--- src/rtl/uart_rx_buffered.sv ---
// 8N1 UART receiver with 16x oversampling feeding a first-word-fall-through FIFO.
// Optional stop-bit checking is enabled by defining UART_RX_FRAMING_ERR_EN.
module uart_rx_buffered #(
    parameter int CLK_HZ     = 100000000,
    parameter int BAUD       = 115200,
    parameter int FIFO_DEPTH = 16
) (
    input  logic       clk,
    input  logic       reset,
    input  logic       rs232_rx,
    output logic [7:0] rx_data_out,
    output logic       rx_data_present,
    input  logic       read_rx_data_ack,
    output logic       rx_buffer_full,
    output logic       rx_overrun,
    output logic       framing_error
);
    localparam int DIV = CLK_HZ / (16 * BAUD);
    localparam int PW  = (DIV > 1) ? $clog2(DIV) : 1;
    localparam int AW  = $clog2(FIFO_DEPTH);
    localparam logic [PW-1:0] DIV_LAST = PW'(DIV - 1);
    localparam logic [AW:0]   FULL_CNT = (AW + 1)'(FIFO_DEPTH);

    typedef enum logic [1:0] {
        ST_IDLE  = 2'd0,
        ST_START = 2'd1,
        ST_DATA  = 2'd2,
        ST_STOP  = 2'd3
    } state_t;

    state_t         state_r, state_nxt_s;
    logic           rx_meta_r, rxs_r;
    logic [PW-1:0]  presc_r;
    logic           tick_s;
    logic [3:0]     sample_cnt_r;
    logic [2:0]     bit_idx_r;
    logic [7:0]     shift_r;
    logic           start_s, cnt_clr_s, cnt_inc_s, bit_shift_s, frame_done_s;
    logic           push_s, pop_s, overrun_s;
    logic [7:0]     mem_r [FIFO_DEPTH];
    logic [AW-1:0]  wr_ptr_r, rd_ptr_r;
    logic [AW:0]    count_r, count_nxt_s;
    logic           present_r, full_r, overrun_r;

    // Two-flop synchronizer for the asynchronous line, idling high
    always_ff @(posedge clk) begin
        if (reset) begin
            rx_meta_r <= 1'b1;
            rxs_r     <= 1'b1;
        end else begin
            rx_meta_r <= rs232_rx;
            rxs_r     <= rx_meta_r;
        end
    end

    assign tick_s = (presc_r == DIV_LAST);

    // Oversampling prescaler, realigned to the detected start edge
    always_ff @(posedge clk) begin
        if (reset || start_s || tick_s) begin
            presc_r <= '0;
        end else begin
            presc_r <= presc_r + PW'(1);
        end
    end

    // FSM state register
    always_ff @(posedge clk) begin
        if (reset) begin
            state_r <= ST_IDLE;
        end else begin
            state_r <= state_nxt_s;
        end
    end

    // Next-state logic and per-tick control strobes
    always_comb begin
        state_nxt_s  = state_r;
        start_s      = 1'b0;
        cnt_clr_s    = 1'b0;
        cnt_inc_s    = 1'b0;
        bit_shift_s  = 1'b0;
        frame_done_s = 1'b0;
        case (state_r)
            ST_IDLE: begin
                if (!rxs_r) begin
                    state_nxt_s = ST_START;
                    start_s     = 1'b1;
                    cnt_clr_s   = 1'b1;
                end else begin
                    state_nxt_s = ST_IDLE;
                end
            end
            ST_START: begin
                if (tick_s && (sample_cnt_r == 4'd7)) begin
                    cnt_clr_s   = 1'b1;
                    state_nxt_s = rxs_r ? ST_IDLE : ST_DATA;
                end else if (tick_s) begin
                    cnt_inc_s = 1'b1;
                end else begin
                    state_nxt_s = ST_START;
                end
            end
            ST_DATA: begin
                if (tick_s) begin
                    cnt_inc_s = 1'b1;
                    if (sample_cnt_r == 4'd15) begin
                        bit_shift_s = 1'b1;
                        state_nxt_s = (bit_idx_r == 3'd7) ? ST_STOP : ST_DATA;
                    end else begin
                        state_nxt_s = ST_DATA;
                    end
                end else begin
                    state_nxt_s = ST_DATA;
                end
            end
            ST_STOP: begin
                if (tick_s && (sample_cnt_r == 4'd15)) begin
                    frame_done_s = 1'b1;
                    state_nxt_s  = ST_IDLE;
                end else if (tick_s) begin
                    cnt_inc_s = 1'b1;
                end else begin
                    state_nxt_s = ST_STOP;
                end
            end
            default: begin
                state_nxt_s = ST_IDLE;
            end
        endcase
    end

    // Sample counter, bit index and LSB-first shift register
    always_ff @(posedge clk) begin
        if (reset) begin
            sample_cnt_r <= 4'd0;
            bit_idx_r    <= 3'd0;
            shift_r      <= 8'h00;
        end else begin
            if (cnt_clr_s) begin
                sample_cnt_r <= 4'd0;
                bit_idx_r    <= 3'd0;
            end else if (cnt_inc_s) begin
                sample_cnt_r <= sample_cnt_r + 4'd1;
            end
            if (bit_shift_s) begin
                shift_r   <= {rxs_r, shift_r[7:1]};
                bit_idx_r <= bit_idx_r + 3'd1;
            end
        end
    end

    // A full FIFO still accepts the byte when a pop frees a slot on the same edge
    always_comb begin
        pop_s     = read_rx_data_ack && present_r;
        push_s    = 1'b0;
        overrun_s = 1'b0;
        if (frame_done_s) begin
`ifdef UART_RX_FRAMING_ERR_EN
            if (!rxs_r) begin
                push_s = 1'b0;
            end else if (!full_r || pop_s) begin
                push_s = 1'b1;
            end else begin
                overrun_s = 1'b1;
            end
`else
            if (!full_r || pop_s) begin
                push_s = 1'b1;
            end else begin
                overrun_s = 1'b1;
            end
`endif
        end else begin
            push_s = 1'b0;
        end
        case ({push_s, pop_s})
            2'b10:   count_nxt_s = count_r + (AW + 1)'(1);
            2'b01:   count_nxt_s = count_r - (AW + 1)'(1);
            default: count_nxt_s = count_r;
        endcase
    end

    // FIFO pointers, occupancy and registered status flags
    always_ff @(posedge clk) begin
        if (reset) begin
            wr_ptr_r  <= '0;
            rd_ptr_r  <= '0;
            count_r   <= '0;
            present_r <= 1'b0;
            full_r    <= 1'b0;
            overrun_r <= 1'b0;
        end else begin
            if (push_s) begin
                wr_ptr_r <= wr_ptr_r + AW'(1);
            end
            if (pop_s) begin
                rd_ptr_r <= rd_ptr_r + AW'(1);
            end
            count_r   <= count_nxt_s;
            present_r <= (count_nxt_s != '0);
            full_r    <= (count_nxt_s == FULL_CNT);
            overrun_r <= overrun_s;
        end
    end

    // FIFO storage; contents are don't-care until written
    always_ff @(posedge clk) begin
        if (push_s) begin
            mem_r[wr_ptr_r] <= shift_r;
        end
    end

`ifdef UART_RX_FRAMING_ERR_EN
    logic ferr_s, ferr_r;
    assign ferr_s = frame_done_s && !rxs_r;

    // Framing-error pulse register
    always_ff @(posedge clk) begin
        if (reset) begin
            ferr_r <= 1'b0;
        end else begin
            ferr_r <= ferr_s;
        end
    end
    assign framing_error = ferr_r;
`else
    assign framing_error = 1'b0;
`endif

    assign rx_data_out     = present_r ? mem_r[rd_ptr_r] : 8'h00;
    assign rx_data_present = present_r;
    assign rx_buffer_full  = full_r;
    assign rx_overrun      = overrun_r;
endmodule
--- config.mk ---
export PLATFORM = sky130hd
export DESIGN_NAME = uart_rx_buffered
export DESIGN_NICKNAME = d
export VERILOG_FILES = /design/src/rtl/uart_rx_buffered.sv
export SDC_FILE = /design/constraint.sdc
export NUM_CORES = 1
export LEC_CHECK = 0
export CAP_MARGIN = 20
export CORE_UTILIZATION = 45
export CTS_BUF_LIST = sky130_fd_sc_hd__clkbuf_4 sky130_fd_sc_hd__clkbuf_8
export CTS_CLUSTER_DIAMETER = 60
export DETAILED_ROUTE_END_ITERATION = 8
export PLACE_DENSITY = 0.66
export SKIP_LAST_GASP = 1
export SLEW_MARGIN = 20
export SYNTH_ARGS = -nofsm -noshare
export SYNTH_HDL_FRONTEND = slang
export SYNTH_SLANG_ARGS = --single-unit
export TNS_END_PERCENT = 100
--- constraint.sdc ---
create_clock -name clk -period 4.25 [get_ports clk]
set_input_delay 0.425 -clock clk [delete_from_list [all_inputs] [get_ports clk]]
set_output_delay 0.425 -clock clk [all_outputs]
set_load 0.03 [all_outputs]
==> results of run 1 <==
## power breakdown
| part | switching, mW | internal, mW | leakage [nW] |
|---|---|---|---|
| combinational | 0.0127 | 0.00704 | 0.724 |
| sequential | 0.00404 | 1.79 | 1.55 |
| clock | 0.545 | 0.638 | 0.211 |
| total | 0.562 | 2.43 | 2.48 |
## worst reg2reg max path, cell delays in order (launching register included)
cell and delay [ns]:
dfxtp_1 0.37, ha_1 0.22, nand4_1 0.23, nor4_2 0.44
and2_1 0.32, inv_1 0.10, ha_1 0.31, xor2_1 0.19
ha_1 0.21, nor2_1 0.08, o31a_1 0.25, o211ai_1 0.21
xor2_1 0.26, a31oi_1 0.12
## registers in the layout, summed over array words and instances (netlist names), 2 cells and up, named ones only
name	count
shift_r	8
state_r	2
bit_idx_r	3
presc_r	6
mem_r	128
count_r	5
wr_ptr_r	4
sample_cnt_r	4
rd_ptr_r	4
## cell usage in the layout, fill, tap and decap left out, types with 4 or more instances in the layout
master and instances:
a21oi_1 19, and2_1 11, buf_4 6, bufinv_16 4
clkbuf_8 17, clkdlybuf4s50_1 13, clkinv_1 4, dfxtp_1 44
edfxtp_1 128, ha_1 13, inv_1 8, mux4_2 40
nand2_1 30, nand3_1 7, nand3b_1 4, nor2_1 46
nor2b_1 4, nor3_1 6, o21ai_0 5, or2_2 4
xnor2_1 4, xor2_1 14
## logic make-up after synthesis
group	after synthesis	synth area share
DFF	173	0.678
muxes	43	0.133
buffers and inverters	33	0.0222
AOI/OAI and AO/OA	34	0.0283
and+or+nand+nor	131	0.0916
adders and majority gates	13	0.0233
xor gates and xnor gates	18	0.0225
other	1	0.000536
## routing by layer
| metal | global-route usage | share of wire |
|---|---|---|
| met5 | 0 | 0 |
| met4 | 0.0595 | 0.0081 |
| met2 | 0.285 | 0.50 |
| met1 | 0.215 | 0.43 |
| met3 | 0.0485 | 0.055 |
## final cells by class
class | instances | area, µm²
inverters | 8 | 30.0
flip-flops and latches | 173 | 4750
repair buffers | 20 | 180
clock inverters | 13 | 171
fillers | 1237 | 7500
well taps | 188 | 235
multi-input cells | 240 | 2100
clock buffers | 18 | 241
## worst max path at each step
stage                         start              end  slack [ns]  depth (start not counted)
global placement    sample_cnt_r[0]   rx_buffer_full        1.00                         13
global route        sample_cnt_r[0]  rx_data_present        0.44                         13
CTS                        register   rx_data_out[7]        0.56                          5
finish                     register   rx_data_out[7]        0.63                          5
floorplan           sample_cnt_r[0]   rx_buffer_full        1.18                         15
detailed placement  sample_cnt_r[0]  rx_data_present        0.88                         13
==> results.json, run 1 <==
{
  "status": "finished clean",
  "setup_viol": 0,
  "dp_slack_ns": 0.879,
  "worstSetupEndpointType": "primary output",
  "grt_usage": 0.171,
  "worstPathCellList": "buf_4, mux4_2, mux4_2, and2_1, clkdlybuf4s50_1",
  "hold_end": "rxs_r",
  "reg2reg_to": "rx_data_present",
  "p_leak_nw": 2.48,
  "fp.dieH_um": 127,
  "synth_commonest_cells": "128 x edfxtp_1, 46 x nor2_1, 45 x dfxtp_1",
  "final_util": 0.507,
  "place_congestion": 0.792,
  "ys_ff_latch": 173,
  "rsz0062_at_grt": "false",
  "root_buffer": "clkbuf_8",
  "clock_path_buffers": 2,
  "yosys_most_used_dff": "edfxtp_1",
  "cts_setup_buffers": 0,
  "antenna_left": 0,
  "min_from": "rx_meta_r",
  "vias": 3651,
  "critPathSlowestCell": "mux4_2",
  "synth_top_area_share": 0.550,
  "critPathMostFrequentCell": "mux4_2",
  "cp_top_family": "multiplexers",
  "n_antenna_cell": 0,
  "nNetsFinal": 477,
  "critPathLaunchType": "register",
  "cp.required_ns": 3.83,
  "rows": 45,
  "fmax_ghz": 0.277,
  "first_pass_iters": 5,
  "arrival_ns": 3.19,
  "cp_max_fo": 32,
  "clk_pin_slew_worst_paths_ns": 0.08,
  "worst_pin_slew_ns": 0.822,
  "wl_per_cell_um": 19.2,
  "antenna_found_initial": 0,
  "finalSetupTns_ns": 0,
  "p_total_mw": 3.00,
  "cts_tree": "built",
  "slew_violations": 0,
  "instances_no_fill": 660,
  "synth_warnings": 0,
  "dpl.hpwl_um": 8120,
  "ys_async_sr_fraction": 0,
  "drv_cap": 0,
  "reg2reg_slack_ns": 0.80,
  "synth_area_leaders": "edfxtp_1 55%, dfxtp_1 13%, mux4_2 13%",
  "syn_inst": 446,
  "yosysUniqueCellTypes": 42,
  "finalCritPeriodShare": 0.851,
  "ir_worst_vdd_mv": 0.230,
  "hold_path_depth": 1,
  "core_area_mm2": 0.0152,
  "crit_type": "reg2out",
  "hold_violations": 0,
  "dieArea_mm2": 0.0160,
  "synth-seq-area-share": 0.678,
  "ff2ff_path_depth": 13,
  "holdWs_ns": 0.410,
  "grt_pass1_wl_um": 19700,
  "period_minus_slack_ns": 3.62,
  "hold_path_class": "reg2reg",
  "p_per_area_mw_per_mm2": 389,
  "cts_made_buffers": 17,
  "cts_sinks": 173,
  "drt_iter0_drc": 316,
  "dp.cells": 629,
  "fin_ws_ns": 0.634,
  "clkLatencyLatePin_ns": 0.44,
  "drcViolationCount": 0,
  "die_w_um": 127,
  "r2r_start": "sample_cnt_r[0]",
  "design_area_mm2": 0.00770,
  "grt_overflow": 0,
  "critical_path_buf_inv_count": 2,
  "place_area_mm2": 0.00728,
  "io_pins": 16,
  "first_global_vias": 3596,
  "grt_max_degree": 35,
  "synth.most_common_cell": "edfxtp_1",
  "synth.largest_area_cell": "edfxtp_1",
  "h-tree-depth": 4,
  "hold_buffers": 0,
  "area_growth_pct": 10.1,
  "synth_fp_nets": 463,
  "place.port_buffers": 14,
  "avgSynthCellArea_um2": 15.7,
  "initial_core_util": 0.460,
  "wirelength_um": 12700,
  "synth_enable_flop_cells": 128,
  "syn_area_mm2": 0.00699,
  "skew_ns": 0.0100,
  "slowest_delay_ns": 0.65,
  "post_cts_resize_count": 0,
  "viasPerCell": 5.53,
  "relSlewSlack": 0.450,
  "drive_gt1_frac": 0.172
}
Power figures use the tool's default switching activity.
==> run 2, diff against run 1 <==
- CAP_MARGIN: 20 -> 15
==> results of run 2 <==
Same layout as run 1: the final DEF is identical, and so are final timing and power.
==> run 3, diff against run 2 <==
--- a/constraint.sdc
+++ b/constraint.sdc
@@ -3,2 +3,2 @@
 set_output_delay 0.425 -clock clk [all_outputs]
-set_load 0.03 [all_outputs]
+set_load 0.01 [all_outputs]
==> results.json, run 3 (synthesis gave the netlist of run 1 again) <==
{
  "status": "finished clean",
  "hold_buffers": 0,
  "min_from": "rx_meta_r",
  "clock_path_buffers": 2,
  "top_register": "mem_r",
  "place_area_mm2": 0.00728,
  "relSlewSlack": 0.441,
  "design_area_mm2": 0.00766,
  "cts_tree": "built",
  "cts_made_buffers": 17,
  "first_global_vias": 3534,
  "cp-startpoint": "sample_cnt_r[0]",
  "critPathLaunchType": "register",
  "setup_viol": 0,
  "wl_per_cell_um": 19.0,
  "place.port_buffers": 14,
  "combPwrFrac": 0.006,
  "largest_reg_flops": 128,
  "hold_path_class": "reg2reg",
  "nNetsFinal": 477,
  "antenna_found_initial": 0,
  "root_buffer": "clkbuf_8",
  "drt_iter0_drc": 338,
  "reg.largest.list": "mem_r: 128 flops, shift_r: 8 flops, presc_r: 6 flops",
  "netSwitchingFraction": 0.216,
  "n_antenna_cell": 0,
  "ff2ff_path_depth": 13,
  "worst_pin_slew_ns": 0.836,
  "drv_cap": 0,
  "p_per_area_mw_per_mm2": 377,
  "io_pins": 16,
  "dpl.hpwl_um": 8170,
  "antenna_left": 0,
  "r2r_start": "sample_cnt_r[0]",
  "slew_violations": 0,
  "fp.dieH_um": 127,
  "vias": 3596,
  "mostFrequentLayoutCells": "128 x edfxtp_1, 46 x nor2_1, 44 x dfxtp_1",
  "grt_usage": 0.171,
  "core_area_mm2": 0.0152,
  "hold_end": "rxs_r",
  "h-tree-depth": 4,
  "arrival_ns": 3.86,
  "hold_path_depth": 1,
  "drive_gt1_frac": 0.175,
  "post_cts_resize_count": 0,
  "area_growth_pct": 9.57,
  "rsz0062_at_grt": "false",
  "grt_overflow": 0,
  "first_pass_iters": 4,
  "clk_pin_slew_worst_paths_ns": 0.09,
  "fmax_ghz": 0.286,
  "dieArea_mm2": 0.0160,
  "clockPowerShare": 0.373,
  "finalSetupTns_ns": 0,
  "rows": 45,
  "reg2reg_to": "rx_buffer_full",
  "cts_sinks": 173,
  "reg2reg_slack_ns": 0.75,
  "crit_type": "reg2reg",
  "cp.required_ns": 4.61,
  "grt_pass1_wl_um": 19800,
  "ir_worst_vdd_mv": 0.240,
  "power_switching_uw": 623,
  "p_leak_nw": 2.45,
  "period_minus_slack_ns": 3.50,
  "skew_ns": 0.0132,
  "worstSetupEndpointType": "register",
  "finalCritPeriodShare": 0.824,
  "drcViolationCount": 0,
  "grt_max_degree": 35,
  "viasPerCell": 5.44,
  "seq_power_share": 0.620,
  "p_int_mw": 2.27,
  "hold_violations": 0,
  "die_w_um": 127,
  "wirelength_um": 12600,
  "final_util": 0.504,
  "place_congestion": 0.785,
  "p_total_mw": 2.89,
  "cts_setup_buffers": 0,
  "cp_max_fo": 9,
  "clkLatencyLatePin_ns": 0.46,
  "initial_core_util": 0.460,
  "final_common_cell": "edfxtp_1"
}
[run 3: cell count changes in the layout (fill, tap and decap cells not counted)]
cell / before / now
bufinv_16: 4 / 1
clkinv_2: 2 / 0
clkinv_1: 4 / 3
clkinv_4: 1 / 3
clkinvlp_4: 0 / 3
clkbuf_4: 1 / 0
inv_8: 0 / 2
inv_6: 2 / 3
[run 3: critical path, cell delays in order (launching register included)]
cell      delay [ns]
dfxtp_1         0.39
ha_1            0.23
nand4_1         0.23
nor4_2          0.46
and2_1          0.32
inv_1           0.09
ha_1            0.31
xor2_1          0.20
ha_1            0.21
a21oi_1         0.17
mux2i_1         0.23
xor2_1          0.19
and2_1          0.18
nor4bb_1        0.19
[run 3: stage by stage]
stage | setup slack [ns] | std cells | hold WS (ns)
global route | 0.445 | 661 | 0.455
CTS | 0.666 | 661 | 0.434
finish | 0.748 | 661 | 0.437
global placement | 1.01 | 629 | 0.393
detailed placement | 0.813 | 629 | 0.417
floorplan | 1.18 | 446 | 0.389
[run 3: how the worst max path moves through the flow]
stage	end	cells after the start	slack (ns)
final	rx_buffer_full	13	0.75
after global routing	rx_buffer_full	13	0.44
after CTS	rx_data_out[3]	5	0.67
after detailed placement	rx_buffer_full	13	0.81
after global placement	rx_buffer_full	13	1.01
after floorplan	rx_buffer_full	15	1.18
[run 3: final cells by class]
type                    count  area (µm²)
fillers                  1261        7540
flip-flops and latches    173        4750
multi-input cells         240        2100
well taps                 188         235
clock buffers              17         234
repair buffers             20         180
clock inverters            15         139
inverters                   8        30.0
[run 3: power groups by stage]
stage | Clock (mW) | Sequential (mW) | Combinational (mW)
after floorplan | 0 | 1.83 | 0.0159
after global placement | 0 | 1.83 | 0.0188
after detailed placement | 0 | 1.83 | 0.0187
after CTS | 1.10 | 1.79 | 0.0188
after global routing | 1.17 | 1.79 | 0.0213
final | 1.08 | 1.79 | 0.0186
[run 3: metal layers]
metal / global-route usage / vias up / wire (µm)
li1: - / 1702 / -
met1: 0.225 / 1813 / 5650
met2: 0.279 / 72 / 6250
met3: 0.0447 / 9 / 579
met4: 0.0567 / 0 / 108
met5: 0 / - / 0
